## src/rtl/exc_vector_seq_pkg.sv

```systemverilog
// Shared constants for the exception entry/return sequencer: state codes,
// next-PC mux selects, vector addresses and cause codes.
package exc_vector_seq_pkg;

    localparam logic [2:0] ST_IDLE     = 3'd0;
    localparam logic [2:0] ST_SAVE_EPC = 3'd1;
    localparam logic [2:0] ST_FETCH    = 3'd2;
    localparam logic [2:0] ST_LOAD_PC  = 3'd3;
    localparam logic [2:0] ST_RETURN   = 3'd4;

    localparam logic [1:0] PCS_SL  = 2'b00;
    localparam logic [1:0] PCS_EPC = 2'b01;
    localparam logic [1:0] PCS_ALU = 2'b10;
    localparam logic [1:0] PCS_VEC = 2'b11;

    localparam logic [31:0] VEC_ADDR_OPCODE   = 32'd253;
    localparam logic [31:0] VEC_ADDR_OVERFLOW = 32'd254;
    localparam logic [31:0] VEC_ADDR_DIV0     = 32'd255;

    localparam logic [1:0] CAUSE_OPCODE   = 2'd0;
    localparam logic [1:0] CAUSE_OVERFLOW = 2'd1;
    localparam logic [1:0] CAUSE_DIV0     = 2'd2;

    function automatic logic [31:0] vec_addr(input logic [1:0] code);
        case (code)
            CAUSE_OPCODE:   vec_addr = VEC_ADDR_OPCODE;
            CAUSE_OVERFLOW: vec_addr = VEC_ADDR_OVERFLOW;
            default:        vec_addr = VEC_ADDR_DIV0;
        endcase
    endfunction

endpackage

```

## src/rtl/exc_vector_seq_ack_wdt.sv

```systemverilog
// Vector-fetch watchdog: loadable down-counter; expired_o rises once a
// started count has reached zero and stays up until cleared or restarted.
module ack_wdt #(
    parameter int unsigned ACK_TIMEOUT = 15
) (
    input  logic clk_i,
    input  logic reset_i,
    input  logic start_i,
    input  logic clear_i,
    output logic expired_o
);

    localparam int unsigned CW = (ACK_TIMEOUT < 1) ? 1 : $clog2(ACK_TIMEOUT + 1);

    logic [CW-1:0] cnt_q, cnt_d;
    logic          run_q, run_d;

    always_comb begin
        cnt_d = cnt_q;
        run_d = run_q;
        if (clear_i) begin
            cnt_d = '0;
            run_d = 1'b0;
        end else if (start_i) begin
            cnt_d = CW'(ACK_TIMEOUT);
            run_d = 1'b1;
        end else if (run_q && (cnt_q != '0)) begin
            cnt_d = cnt_q - CW'(1);
        end
    end

    always_ff @(posedge clk_i or posedge reset_i) begin
        if (reset_i) begin
            cnt_q <= '0;
            run_q <= 1'b0;
        end else begin
            cnt_q <= cnt_d;
            run_q <= run_d;
        end
    end

    assign expired_o = run_q && (cnt_q == '0);

endmodule

```

## src/rtl/exc_vector_seq.sv

```systemverilog
// Exception entry/return sequencer driving the next-PC mux select.
// Optional cause register is built only when EXC_CAUSE_EN is defined.
module exc_vector_seq
    import exc_vector_seq_pkg::*;
#(
    parameter int unsigned ACK_TIMEOUT = 15,
    parameter logic [31:0] EPC_OFFSET  = 32'd4
) (
    input  logic        clk,
    input  logic        reset,
    input  logic        exc_opcode,
    input  logic        exc_overflow,
    input  logic        exc_div0,
    input  logic        rte_req,
    input  logic [31:0] pc_in,
    input  logic        mem_ack,
    input  logic [7:0]  mem_rdata,
    output logic        mem_req,
    output logic [31:0] mem_addr,
    output logic [31:0] epc_out,
    output logic        epc_we,
    output logic [7:0]  vec_byte,
    output logic [1:0]  pc_source,
    output logic        pc_we,
    output logic        busy,
    output logic        vec_timeout,
    output logic [31:0] cause
);

    logic [2:0]  state_q, state_d;
    logic [1:0]  code_q, code_d;
    logic [31:0] epc_q, epc_d;
    logic [7:0]  vec_q, vec_d;
    logic        wdt_start, wdt_clear, wdt_expired;
    logic        exc_any;

    assign exc_any = exc_opcode | exc_overflow | exc_div0;

    // Once the watchdog expires the fetch aborts even if an ack shows up in that same cycle.
    always_comb begin
        state_d = state_q;
        code_d  = code_q;
        epc_d   = epc_q;
        vec_d   = vec_q;
        case (state_q)
            ST_IDLE: begin
                if (exc_any) begin
                    state_d = ST_SAVE_EPC;
                    epc_d   = pc_in - EPC_OFFSET;
                    if (exc_opcode)        code_d = CAUSE_OPCODE;
                    else if (exc_overflow) code_d = CAUSE_OVERFLOW;
                    else                   code_d = CAUSE_DIV0;
                end else if (rte_req) begin
                    state_d = ST_RETURN;
                end
            end
            ST_SAVE_EPC: state_d = ST_FETCH;
            ST_FETCH: begin
                if (wdt_expired) begin
                    vec_d   = 8'h00;
                    state_d = ST_LOAD_PC;
                end else if (mem_ack) begin
                    vec_d   = mem_rdata;
                    state_d = ST_LOAD_PC;
                end
            end
            default: state_d = ST_IDLE;
        endcase
    end

    always_ff @(posedge clk or posedge reset) begin
        if (reset) begin
            state_q <= ST_IDLE;
            code_q  <= CAUSE_OPCODE;
            epc_q   <= '0;
            vec_q   <= '0;
        end else begin
            state_q <= state_d;
            code_q  <= code_d;
            epc_q   <= epc_d;
            vec_q   <= vec_d;
        end
    end

    assign wdt_start = (state_q == ST_SAVE_EPC);
    assign wdt_clear = (state_q == ST_LOAD_PC);

    ack_wdt #(
        .ACK_TIMEOUT(ACK_TIMEOUT)
    ) u_ack_wdt (
        .clk_i    (clk),
        .reset_i  (reset),
        .start_i  (wdt_start),
        .clear_i  (wdt_clear),
        .expired_o(wdt_expired)
    );

`ifdef EXC_CAUSE_EN
    logic [31:0] cause_q, cause_d;

    always_comb begin
        cause_d = cause_q;
        if (state_q == ST_SAVE_EPC) begin
            cause_d = {30'b0, code_q};
        end else if ((state_q == ST_FETCH) && wdt_expired) begin
            cause_d[31] = 1'b1;
        end
    end

    always_ff @(posedge clk or posedge reset) begin
        if (reset) cause_q <= '0;
        else       cause_q <= cause_d;
    end

    assign cause = cause_q;
`else
    assign cause = 32'h0;
`endif

    assign busy        = (state_q != ST_IDLE);
    assign epc_we      = (state_q == ST_SAVE_EPC);
    assign epc_out     = epc_q;
    assign mem_req     = (state_q == ST_FETCH);
    assign mem_addr    = (state_q == ST_FETCH) ? vec_addr(code_q) : 32'h0;
    assign vec_byte    = vec_q;
    assign vec_timeout = (state_q == ST_FETCH) && wdt_expired;
    assign pc_we       = (state_q == ST_LOAD_PC) || (state_q == ST_RETURN);
    assign pc_source   = (state_q == ST_LOAD_PC) ? PCS_VEC :
                         (state_q == ST_RETURN)  ? PCS_EPC : PCS_SL;

endmodule

```

## config.mk

```make
export PLATFORM = sky130hd
export DESIGN_NAME = exc_vector_seq
export DESIGN_NICKNAME = d
export VERILOG_FILES = /design/src/rtl/exc_vector_seq_pkg.sv /design/src/rtl/exc_vector_seq_ack_wdt.sv /design/src/rtl/exc_vector_seq.sv
export SDC_FILE = /design/constraint.sdc
export NUM_CORES = 1
export LEC_CHECK = 0
export ABC_AREA = 1
export BUFFER_PORTS_ARGS = -buffer_cell sky130_fd_sc_hd__buf_2
export CAP_MARGIN = 20
export CORE_ASPECT_RATIO = 0.8
export CORE_MARGIN = 2
export CORE_UTILIZATION = 38
export DETAILED_ROUTE_END_ITERATION = 8
export PLACE_DENSITY_LB_ADDON = 0.1
export SLEW_MARGIN = 15
export SYNTH_ARGS = -nofsm -noshare
export SYNTH_HDL_FRONTEND = slang
export SYNTH_SLANG_ARGS = --single-unit
```

## constraint.sdc

```tcl
create_clock -name clk -period 2.9 [get_ports clk]
set_input_delay 0.58 -clock clk [delete_from_list [all_inputs] [get_ports clk]]
set_output_delay 0.58 -clock clk [all_outputs]
set_load 0.03 [all_outputs]
```

# After elaboration in Yosys (flattened, before gate mapping)
# Cells that the tools add are included.
[op_classes]
n_addsub = 2
n_eq_ne = 7
muxes = 18
bitwise_logic = 2
reduce_logical = 15
[ops]
columns = ["operator", "n"]
rows = [
  ["32-bit two-way mux", 1],
  ["32-bit by 3-bit subtractor with 32-bit output, second input constant", 1],
  ["8-bit two-way mux", 2],
  ["3-bit two-way mux", 4],
  ["4-bit two-way mux", 3],
  ["3-bit one-hot mux with 3 select lines", 1],
  ["3-bit by 2-bit == test with 1-bit output, second input constant", 2],
  ["2-bit two-way mux", 3],
  ["2-bit AND reduction", 3],
  ["3-bit nonzero test", 2],
  ["4-bit logical NOT", 1],
  ["2-bit one-hot mux with 2 select lines", 1],
  ["2-bit nonzero test", 2],
  ["4-bit nonzero test", 1],
  ["4-bit by 1-bit subtractor with 4-bit output, second input constant", 1],
  ["3-bit by 1-bit == test with 1-bit output, second input constant", 1],
  ["3-bit == test, second input constant", 1],
  ["1-bit logical AND", 3],
  ["3-bit logical NOT", 1],
  ["1-bit two-way mux", 3],
  ["3-bit by 2-bit != test with 1-bit output, second input constant", 1],
  ["3-bit != test, second input constant", 1],
  ["2-bit by 1-bit == test with 1-bit output, second input constant", 1],
  ["2-bit logical NOT", 1],
  ["2 further kinds", 3],
]
[totals]
ff_bits = 50
input_bits = 47
output_inout_bits = 111
wordCells = 50

# Depth between registers and ports, before layout
# Gate-level depths: netlist of the first run.
[depth]
ltp_word = 5
depth_mapped = 10
ltp_nobuf = 10

# Modules after synthesis
# Synthesis of the first run repeated with hierarchy kept, for this count alone.
[hier_totals]
cells_unflattened = 472
area_unflattened_um2 = 3543.4
[by_module_without_submodules]
columns = ["mod", "n_inst", "cells_each", "area_each_um2"]
rows = [
  ["exc_vector_seq", 1, 432, 3234.4],
  ["ack_wdt", 1, 40, 309.0],
]

# Worst setup path before layout of the first run
# Ideal clock, no wire load.
[synth_path]
path_kind = "register to output"
startpoint = "reg state_q[1]"
endpoint = "out pc_source[0]"
arrival_ns = 1.584
required_time_ns = 2.320
path_slack_ns = 0.736
path_stages_with_launch = 5
n_path_buf = 1
cell_sequence = "dfrtp_1 -> inv_2 -> nand2_1 -> o21ai_0 -> buf_4"
[synth_between]
elab_chain_len = 3
word_cells_on_any_way = 4
cone_classes = "eq/ne: 2; mux: 2"
[synth_rtl]
columns = ["item", "line_no", "rtl"]
rows = [
  ["start: declaration", "exc_vector_seq.sv:30", "logic [2:0] state_q, state_d;"],
  ["start signal: assignment", "exc_vector_seq.sv:78", "state_q <= state_d;"],
  ["3-bit == test", "exc_vector_seq.sv:129", "(state_q == ST_RETURN) ? PCS_EPC : PCS_SL;"],
  ["1-bit two-way mux", "exc_vector_seq.sv:129", ""],
  ["2-bit two-way mux *", "exc_vector_seq.sv:128", "assign pc_source = (state_q == ST_LOAD_PC) ? PCS_VEC :"],
  ["end: declaration", "exc_vector_seq.sv:23", "output logic [1:0] pc_source,"],
]
# Mark *: on every way between the ends. The rest lies on a longest branch, timed or not.

# Final worst setup path of the first run
[layout_path]
startpoint = "reg state_q[2]"
endpoint = "out pc_we"
[layout_between]
elab_chain_len = 2
word_cells_on_any_way = 3
cone_classes = "eq/ne: 2; reduce/logical: 1"
[layout_rtl]
columns = ["item", "line_no", "rtl"]
rows = [
  ["3-bit by 2-bit == test with 1-bit output or 3-bit == test (tied branches)", "exc_vector_seq.sv:127", "assign pc_we = (state_q == ST_LOAD_PC) || (state_q == ST_RETURN);"],
  ["1-bit logical OR *", "exc_vector_seq.sv:127", ""],
  ["end: declaration", "exc_vector_seq.sv:24", "output logic pc_we,"],
]
# Marked as above.

==> impl_metrics.yaml, run 1 <==
power_and_ir_drop:
  p_comb_share_pct: 56.6
  swShare_pct: 51.8
  p_clk_share_pct: 12.9
  power.density_mw_per_mm2: 1040
  leakagePower_uw: 0.00203
  seq_power_share_pct: 30.5
  peakVddDrop_mv: 0.509
  internal_power_uw: 1910
  p_switching_uw: 2050
layout:
  drive_gt1_share_pct: 23.0
  syn_to_final_growth_pct: 12.7
  seqCellArea_mm2: 0.00125
  fillerInstances: 926
  nets: 614
  multi_input_area_mm2: 0.00157
  design_area_mm2: 0.00380
  antenna_cells: 0
placement:
  hpwl_um: 6330
  placed_area_mm2: 0.00368
  gp_congestion: 0.835
  portBuffers: 101
sta:
  fin_tns_setup_ps: 0
  grt_setup_unrepaired: "no"
  min_period_over_period_pct: 82.4
  skew_ps: 3.50
  fin_crit_ps: 2390
  finalHoldViolations: 0
  setup_violations: 0
  max_slew_margin_pct: 48.3
  fmax_mhz: 419
  report.final.slew_viol_count: 0
  tightestPinTransition_ps: 774
floorplanning:
  fp.dieW_um: 109
  dieArea_mm2: 0.00964
  fp.coreArea_mm2: 0.00856
  io-pin-count: 158
  initial_utilization_pct: 39.4
  rows: 30
  die_y_um: 88.2
worst_setup_path:
  r2r_cells: 8
  arrival_ps: 1810
  start_kind: "flop"
  worstPathMaxFanout: 5
  crit_required_ps: 2320
  crit_path_end_kind: "primary output"
  path_class: "flop to primary output"
synth:
  synth_top_area_cell: "dfrtp_1"
  synth_warnings: 0
  avgSynthCellArea_um2: 7.12
  synth_area_mm2: 0.00337
  ys_async_sr_fraction_pct: 100
  synthFlopType: "dfrtp_1"
  synth_edf_count: 0
  synth_area_leaders: "dfrtp_1, buf_4, nand2_1, nor2_1, inv_1"
  ys_types: 31
  syn_inst: 473
  yosysSeqAreaShare_pct: 37.1
  ys_ff_latch: 50
  synth_top_area_share_pct: 37.1
cts:
  cts-resized-gates: 0
  cts_tree: "yes"
  cts_hold_buf: 0
  clk_latency_ps: 300
  clockRootBuffer: "clkbuf_8"
  cts_buffers: 5
  path_clk_slew_ps: 90
  clock-sinks: 50
  post_cts_buffers: 0
  clockBufferDepth: 2
  cts_max_level: 2
global_routing:
  grt_start_max_net_pins: 51
  grt_pass1_wl_um: 12900
  antenna_found_initial: 0
  use_met3_pct: 3.68
  grt_pass1_vias: 2637
  grt_util_met2_pct: 26.3
  gr-usage-met1_pct: 24.7
  grt_usage_pct: 17.0
  grt.busiest_layer: "met2"
  grt-ovfl-total: 0
hold_path:
  hp-class: "input pin to async pin"
routing:
  num_vias: 2965
  drt_iter0_drc: 175
  drt_pass1_iterations: 4
  drt_wl_total_um: 8180
  wl_per_cell_um: 12.1
  route.detailed.drc: 0
  final_antenna_net_count: 0
  via_per_inst: 4.39
flow_run:
  maxCapViolations: 0
status:
  outcome: "complete, no violations"
==> state kept, by name, indices dropped and copies added, names as in the netlist <==
signal and cells:
u_ack_wdt.cnt_q 4, vec_byte 8, state_q 3, code_q 2, u_ack_wdt.run_q 1, epc_out 32
==> power groups by stage <==
| stage | clock network (µW) | logic [µW] | registers (µW) |
|---|---|---|---|
| final | 509 | 2240 | 1210 |
| after global routing | 562 | 2480 | 1250 |
| after CTS | 530 | 2270 | 1210 |
| after detailed placement | 0 | 2260 | 1220 |
| after global placement | 0 | 2240 | 1220 |
| after floorplan | 0 | 1290 | 1750 |
==> cell usage after synthesis (3+ instances only) <==
cell type	instances
a21oi_1	9
o21ai_1	19
o21bai_1	5
inv_2	11
buf_2	5
nor2_4	3
o21ai_0	6
buf_6	3
nand3_1	31
nor2_1	66
dfrtp_1	50
inv_1	43
xor2_1	7
nand4_1	6
a31oi_1	5
ha_1	3
buf_4	64
nand2_1	120
==> path summary, 6_finish.rpt <==
check / startpoint / to / slack, ps
worst max-delay path: state_q[2]$_DFFE_PP0P_ / pc_we / 510
worst min-delay path: reset / code_q[1]$_DFFE_PP0P_ / 440
worst max register to register: state_q[1]$_DFFE_PP0P_ / epc_out[10]$_DFFE_PP0P_ / 570
worst min register to register: epc_out[0]$_DFFE_PP0P_ / epc_out[0]$_DFFE_PP0P_ / 480
max in group asynchronous: reset / vec_byte[7]$_DFFE_PP0P_ / 2010
min in group clk: epc_out[0]$_DFFE_PP0P_ / epc_out[0]$_DFFE_PP0P_ / 480
==> kinds of logic (layout without fill, tap and decap cells) <==
logic type               Yosys count  in the layout  synth area share [%]
other                              1             56                 0.111
buffers and inverters            129            165                  22.4
adder cells (fa/ha/maj)            3              3                  1.11
XOR/XNOR                           8              8                  2.08
AND/OR/NAND/NOR                  232            232                  28.8
AO/OA/AOI/OAI                     50             50                  8.40
flip-flops                        50             50                  37.1
==> layer usage <==
layer	vias up	share of wire, %	wire length, µm
met5	-	0	0
met4	0	0.62	51
met3	4	7.2	586
met2	109	42	3470
met1	1322	50	4080
li1	1530	-	-
==> worst max-delay path, cell delays in order, from the launching register on <==
cell and delay (ps):
dfrtp_1 460, nor2_2 270, inv_2 80, nor2_1 220, inv_2 90, o21ai_0 140, buf_2 260
==> placed cells by master, fill, tap and decap left out, types with 3 or more instances in the layout <==
| cell type | instances |
|---|---|
| ha_1 | 3 |
| xor2_1 | 7 |
| inv_1 | 42 |
| nand4_1 | 6 |
| nor2_1 | 66 |
| o21ai_1 | 19 |
| nor2_4 | 3 |
| a21oi_1 | 9 |
| dfrtp_1 | 50 |
| o21bai_1 | 5 |
| nand2_1 | 120 |
| inv_2 | 12 |
| buf_2 | 101 |
| nand3_1 | 31 |
| clkbuf_8 | 6 |
| a31oi_1 | 5 |
| conb_1 | 56 |
| o21ai_0 | 6 |
==> cell type report <==
cell class                      instances  area share [%]
Sequential cell                        50            32.9
Tap cell                              112            3.69
Clock buffer                            6            2.17
Timing Repair Buffer                  102            13.5
Multi-Input combinational cell        349            41.4
Clock inverter                          1           0.791
Inverter                               56            5.54
==> stage by stage <==
stage / util [%] / total power [µW] / std cells / setup WS, ps / hold WS (ps)
2_1_floorplan: - / 3040 / 528 / 736 / 452
3_3_place_gp: 43.1 / 3460 / 669 / 587 / 461
3_5_place_dp: 43.1 / 3480 / 669 / 509 / 462
4_1_cts: 44.4 / 4000 / 676 / 504 / 470
5_1_grt: 44.4 / 4290 / 676 / 308 / 474
6_report: 44.4 / 3950 / 676 / 511 / 445
(Power assumes the default switching activity.)
==> run 2, diff against run 1 <==
clock period = 2.1 ns   (was 2.9 ns; I/O delays follow)
==> impl_metrics.yaml, run 2 (synthesis results as in run 1) <==
routing:
  final_antenna_net_count: 0
  route.detailed.drc: 0
  wl_per_cell_um: 12.2
  drt_wl_total_um: 8310
  drt_iter0_drc: 142
  num_vias: 3033
  via_per_inst: 4.45
  drt_pass1_iterations: 4
power_and_ir_drop:
  peakVddDrop_mv: 0.548
  leakagePower_uw: 0.00206
  power.density_mw_per_mm2: 1440
cts:
  clockRootBuffer: "clkbuf_8"
  cts_buffers: 5
  clockBufferDepth: 2
  cts_max_level: 2
  clock-sinks: 50
  clk_latency_ps: 300
  cts_tree: "yes"
  path_clk_slew_ps: 100
  post_cts_buffers: 0
layout:
  syn_to_final_growth_pct: 14.6
  largest_reg_flops: 32
  drive_gt1_share_pct: 23.9
  antenna_cells: 0
  final_common_cell: "nand2_1"
  nets: 619
  fin_cells: 681
  layout_common_cells: "nand2_1, buf_2, nor2_1, conb_1, dfrtp_1"
  fillerInstances: 936
sta:
  fin_tns_setup_ps: 0
  fin_crit_ps: 1950
  fmax_mhz: 513
  min_period_over_period_pct: 92.8
  finalHoldViolations: 0
  hold_ws_ps: 152
  skew_ps: 7.42
  grt_setup_unrepaired: "no"
  setup_violations: 0
  layout_setup_ws_ps: 150
  report.final.slew_viol_count: 0
worst_setup_path:
  r2r-end: "vec_byte[2]$_DFFE_PP0P_"
  crit_path_top_delay_cell: "dfrtp_1"
  crit_buf_inv: 3
  endpoint: "pc_source[0]"
  slowest_delay_ps: 460
  path_class: "flop to primary output"
  worstPathMaxFanout: 5
  path_depth: 6
  crit_family: "flip-flops"
  crit_required_ps: 1680
  path_cells: "nor2_4 > inv_2 > nor2_2 > inv_2 > o21ai_0 > buf_4"
  start_kind: "flop"
  r2r_cells: 8
  crit_start: "state_q[2]$_DFFE_PP0P_"
  r2r_slack_ps: 470
  crit_path_end_kind: "primary output"
  arrival_ps: 1530
  reg2reg_from: "u_ack_wdt.cnt_q[0]$_DFFE_PP0P_"
  critPathMostFrequentCell: "inv_2"
global_routing:
  grt_pass1_vias: 2740
  grt_usage_pct: 17.7
  grt-ovfl-total: 0
  grt_pass1_wl_um: 13200
  grt_start_max_net_pins: 51
  antenna_found_initial: 0
placement:
  dp_slack_ps: 277
  hpwl_um: 6480
  portBuffers: 101
  gp_congestion: 0.893
  dp.cells: 674
floorplanning:
  fp.coreArea_mm2: 0.00856
  initial_utilization_pct: 39.4
  fp.dieW_um: 109
  dieArea_mm2: 0.00964
  die_y_um: 88.2
  rows: 30
  io-pin-count: 158
status:
  outcome: "complete, no violations"
flow_run:
  maxCapViolations: 0
hold_path:
  hp-class: "input pin to async pin"
## run 2: cell count changes in the layout (fill, tap and decap cells not counted)
cell	before	now
buf_12	0	1
buf_2	101	99
buf_4	1	7
nor2_1	66	65
nor2_4	3	4
## run 2: worst min-delay path by stage
| stage | start | endpoint | slack, ps | cells past startpoint |
|---|---|---|---|---|
| global route | reset | u_ack_wdt.cnt_q[0]$_DFFE_PP0P_ | 170 | 3 |
| finish | reset | u_ack_wdt.cnt_q[2]$_DFFE_PP0P_ | 150 | 3 |
| global placement | epc_out[1]$_DFFE_PP0P_ | epc_out[1]$_DFFE_PP0P_ | 460 | 2 |
| CTS | reset | u_ack_wdt.cnt_q[1]$_DFFE_PP0P_ | 160 | 3 |
| floorplan | code_q[1]$_DFFE_PP0P_ | code_q[1]$_DFFE_PP0P_ | 450 | 2 |
| detailed placement | epc_out[1]$_DFFE_PP0P_ | epc_out[1]$_DFFE_PP0P_ | 460 | 2 |
## run 2: cell type report
cell class                 count  area, µm²  share of cell area, %
clock inverter                 1       30.0                  0.778
clock buffer                   6       82.6                   2.14
sequential                    50       1250                   32.4
timing repair buffer         107        568                   14.7
tap                          112        140                   3.63
inverter                      56        210                   5.45
multi-input combinational    349       1580                   40.9
## run 2: power breakdown
group          switching [µW]  total, µW  internal [µW]  leakage [µW]
registers                 233       1670           1430      0.000606
logic                    2310       3190            883       0.00139
clock network             332        714            382     0.0000573
total                    2870       5570           2700       0.00206
## run 2: per-stage QoR
step / utilization [%] / instance area (µm²) / total power [µW]
2_1_floorplan: - / 3570 / 4200
3_3_place_gp: 43.6 / 3730 / 4860
3_5_place_dp: 43.6 / 3730 / 4880
4_1_cts: 45.0 / 3850 / 5620
5_1_grt: 45.1 / 3860 / 6030
6_report: 45.1 / 3860 / 5570
## run 2: per-layer routing
metal | vias to the layer above | global-route usage, % | wire [µm]
met4 | 0 | 3.45 | 41
li1 | 1551 | - | -
met3 | 2 | 3.24 | 576
met2 | 110 | 28.5 | 3630
met5 | - | 0 | 0
met1 | 1370 | 25.1 | 4070
## run 2: timing repair
item,in CTS,in global routing
hold buffers,0,0
gates resized for setup,0,4
setup endpoints to repair,0,2
## run 2: worst register-to-register path, cell delays in order (launching register included)
cell,delay (ps)
dfrtp_1,370
inv_1,140
ha_1,200
nand4_1,140
buf_4,200
a21oi_2,120
buf_4,210
nand3_1,90
o21ai_1,90
==> run 3, diff against run 2 <==
CORE_UTILIZATION = 43   (was 38)
==> impl_metrics.yaml, run 3 (synthesis results as in run 1) <==
status:
  outcome: "complete, no violations"
sta:
  fmax_mhz: 509
  grt_setup_unrepaired: "no"
  max_slew_margin_pct: 63.0
  report.final.slew_viol_count: 0
  fin_crit_ps: 1960
  fin_tns_setup_ps: 0
  finalHoldViolations: 0
  setup_violations: 0
  tightestPinTransition_ps: 554
  min_period_over_period_pct: 93.5
  skew_ps: 7.54
placement:
  portBuffers: 101
  dp.cells: 668
  gp_congestion: 0.897
  hpwl_um: 6300
layout:
  syn_to_final_growth_pct: 14.6
  fillerInstances: 838
  antenna_cells: 0
  largest_reg_flops: 32
  postLayoutCoreUtil_pct: 51.5
  final_common_cell: "nand2_1"
  drive_gt1_share_pct: 24.3
  fin_cells: 677
  nets: 622
  layout_common_cells: "nand2_1, buf_2, nor2_1, conb_1, dfrtp_1"
cts:
  cts_max_level: 2
  path_clk_slew_ps: 90
  cts_tree: "yes"
  cts_buffers: 5
  clockBufferDepth: 2
  clockRootBuffer: "clkbuf_8"
  clock-sinks: 50
  clk_latency_ps: 290
worst_setup_path:
  slowest_delay_ps: 460
  arrival_ps: 1540
  crit_family: "flip-flops"
  crit_buf_inv: 3
  crit_path_top_delay_cell: "dfrtp_1"
  crit_required_ps: 1680
  path_cells: "nor2_4 > inv_2 > nor2_2 > inv_2 > o21ai_0 > buf_4"
  start_kind: "flop"
  r2r_slack_ps: 460
  critPathMostFrequentCell: "inv_2"
  reg2reg_from: "u_ack_wdt.cnt_q[0]$_DFFE_PP0P_"
  worstPathMaxFanout: 5
  path_class: "flop to primary output"
  crit_start: "state_q[2]$_DFFE_PP0P_"
  crit_path_end_kind: "primary output"
power_and_ir_drop:
  total_power_uw: 5550
  power.density_mw_per_mm2: 1440
  peakVddDrop_mv: 0.704
  leakagePower_uw: 0.00206
routing:
  route.detailed.drc: 0
  drt_pass1_iterations: 4
  drt_iter0_drc: 93
  drt_wl_total_um: 8070
  num_vias: 3008
  wl_per_cell_um: 11.9
  via_per_inst: 4.44
  final_antenna_net_count: 0
flow_run:
  maxCapViolations: 0
global_routing:
  antenna_found_initial: 0
  grt_usage_pct: 19.3
  grt_pass1_vias: 2739
  grt_start_max_net_pins: 31
  grt-ovfl-total: 0
  grt_pass1_wl_um: 13300
floorplanning:
  initial_utilization_pct: 44.9
  die_y_um: 83.2
  fp.dieW_um: 103
  dieArea_mm2: 0.00856
  fp.coreArea_mm2: 0.00750
  io-pin-count: 158
  rows: 28
hold_path:
  hp-class: "input pin to async pin"
run 3: cell count changes in the layout (fill, tap and decap cells not counted), sizes merged:
cell  previous run  this run
buf            107       110
run 3: final cells by class:
class,instances,area (µm²),share of cell area [%]
Multi-Input combinational cell,349,1580,40.9
Timing Repair Buffer,110,578,15.0
Clock inverter,1,30.0,0.778
Tap cell,105,131,3.40
Inverter,56,210,5.44
Clock buffer,6,82.6,2.14
Sequential cell,50,1250,32.4
run 3: final timing paths:
path	end	cells past startpoint
setup / recovery	pc_we	6
hold / removal	u_ack_wdt.cnt_q[1]$_DFFE_PP0P_	2
setup reg to reg	vec_byte[7]$_DFFE_PP0P_	8
hold reg to reg	epc_out[29]$_DFFE_PP0P_	2
max in group asynchronous	epc_out[8]$_DFFE_PP0P_	3
min in group clk	epc_out[2]$_DFFE_PP0P_	2
run 3: metal layers:
layer	wire length (µm)	GRT usage (%)	up-vias
li1	-	-	1545
met1	3820	28.0	1347
met2	3520	30.0	112
met3	653	3.70	4
met4	66	3.71	0
met5	0	0	-
run 3: what timing repair did:
action	CTS	global route
buffers inserted	0	2
endpoints found under the setup margin	0	3
hold buffers	0	0
resized for setup	0	4
run 3: metrics by stage:
step / setup slack, ps / cell area [µm²] / hold slack, ps
floorplan: 96.0 / 3570 / 452
global placement: 282 / 3720 / 457
detailed placement: 262 / 3720 / 460
CTS: 23.9 / 3830 / 181
global route: 15.9 / 3860 / 208
finish: 136 / 3860 / 162
run 3: worst reg2reg max path, cell delays in order (launching register included):
cell and delay, ps:
dfrtp_1 370, inv_1 140, ha_1 210, nand4_1 160
buf_4 190, a21oi_2 100, buf_4 210, nand3_1 90
o21ai_1 90
run 3: power breakdown:
group	total [µW]	internal, µW	leakage (µW)	switching (µW)
sequential	1670	1430	0.000606	239
combinational	3190	892	0.00140	2290
clock	696	382	0.0000573	315
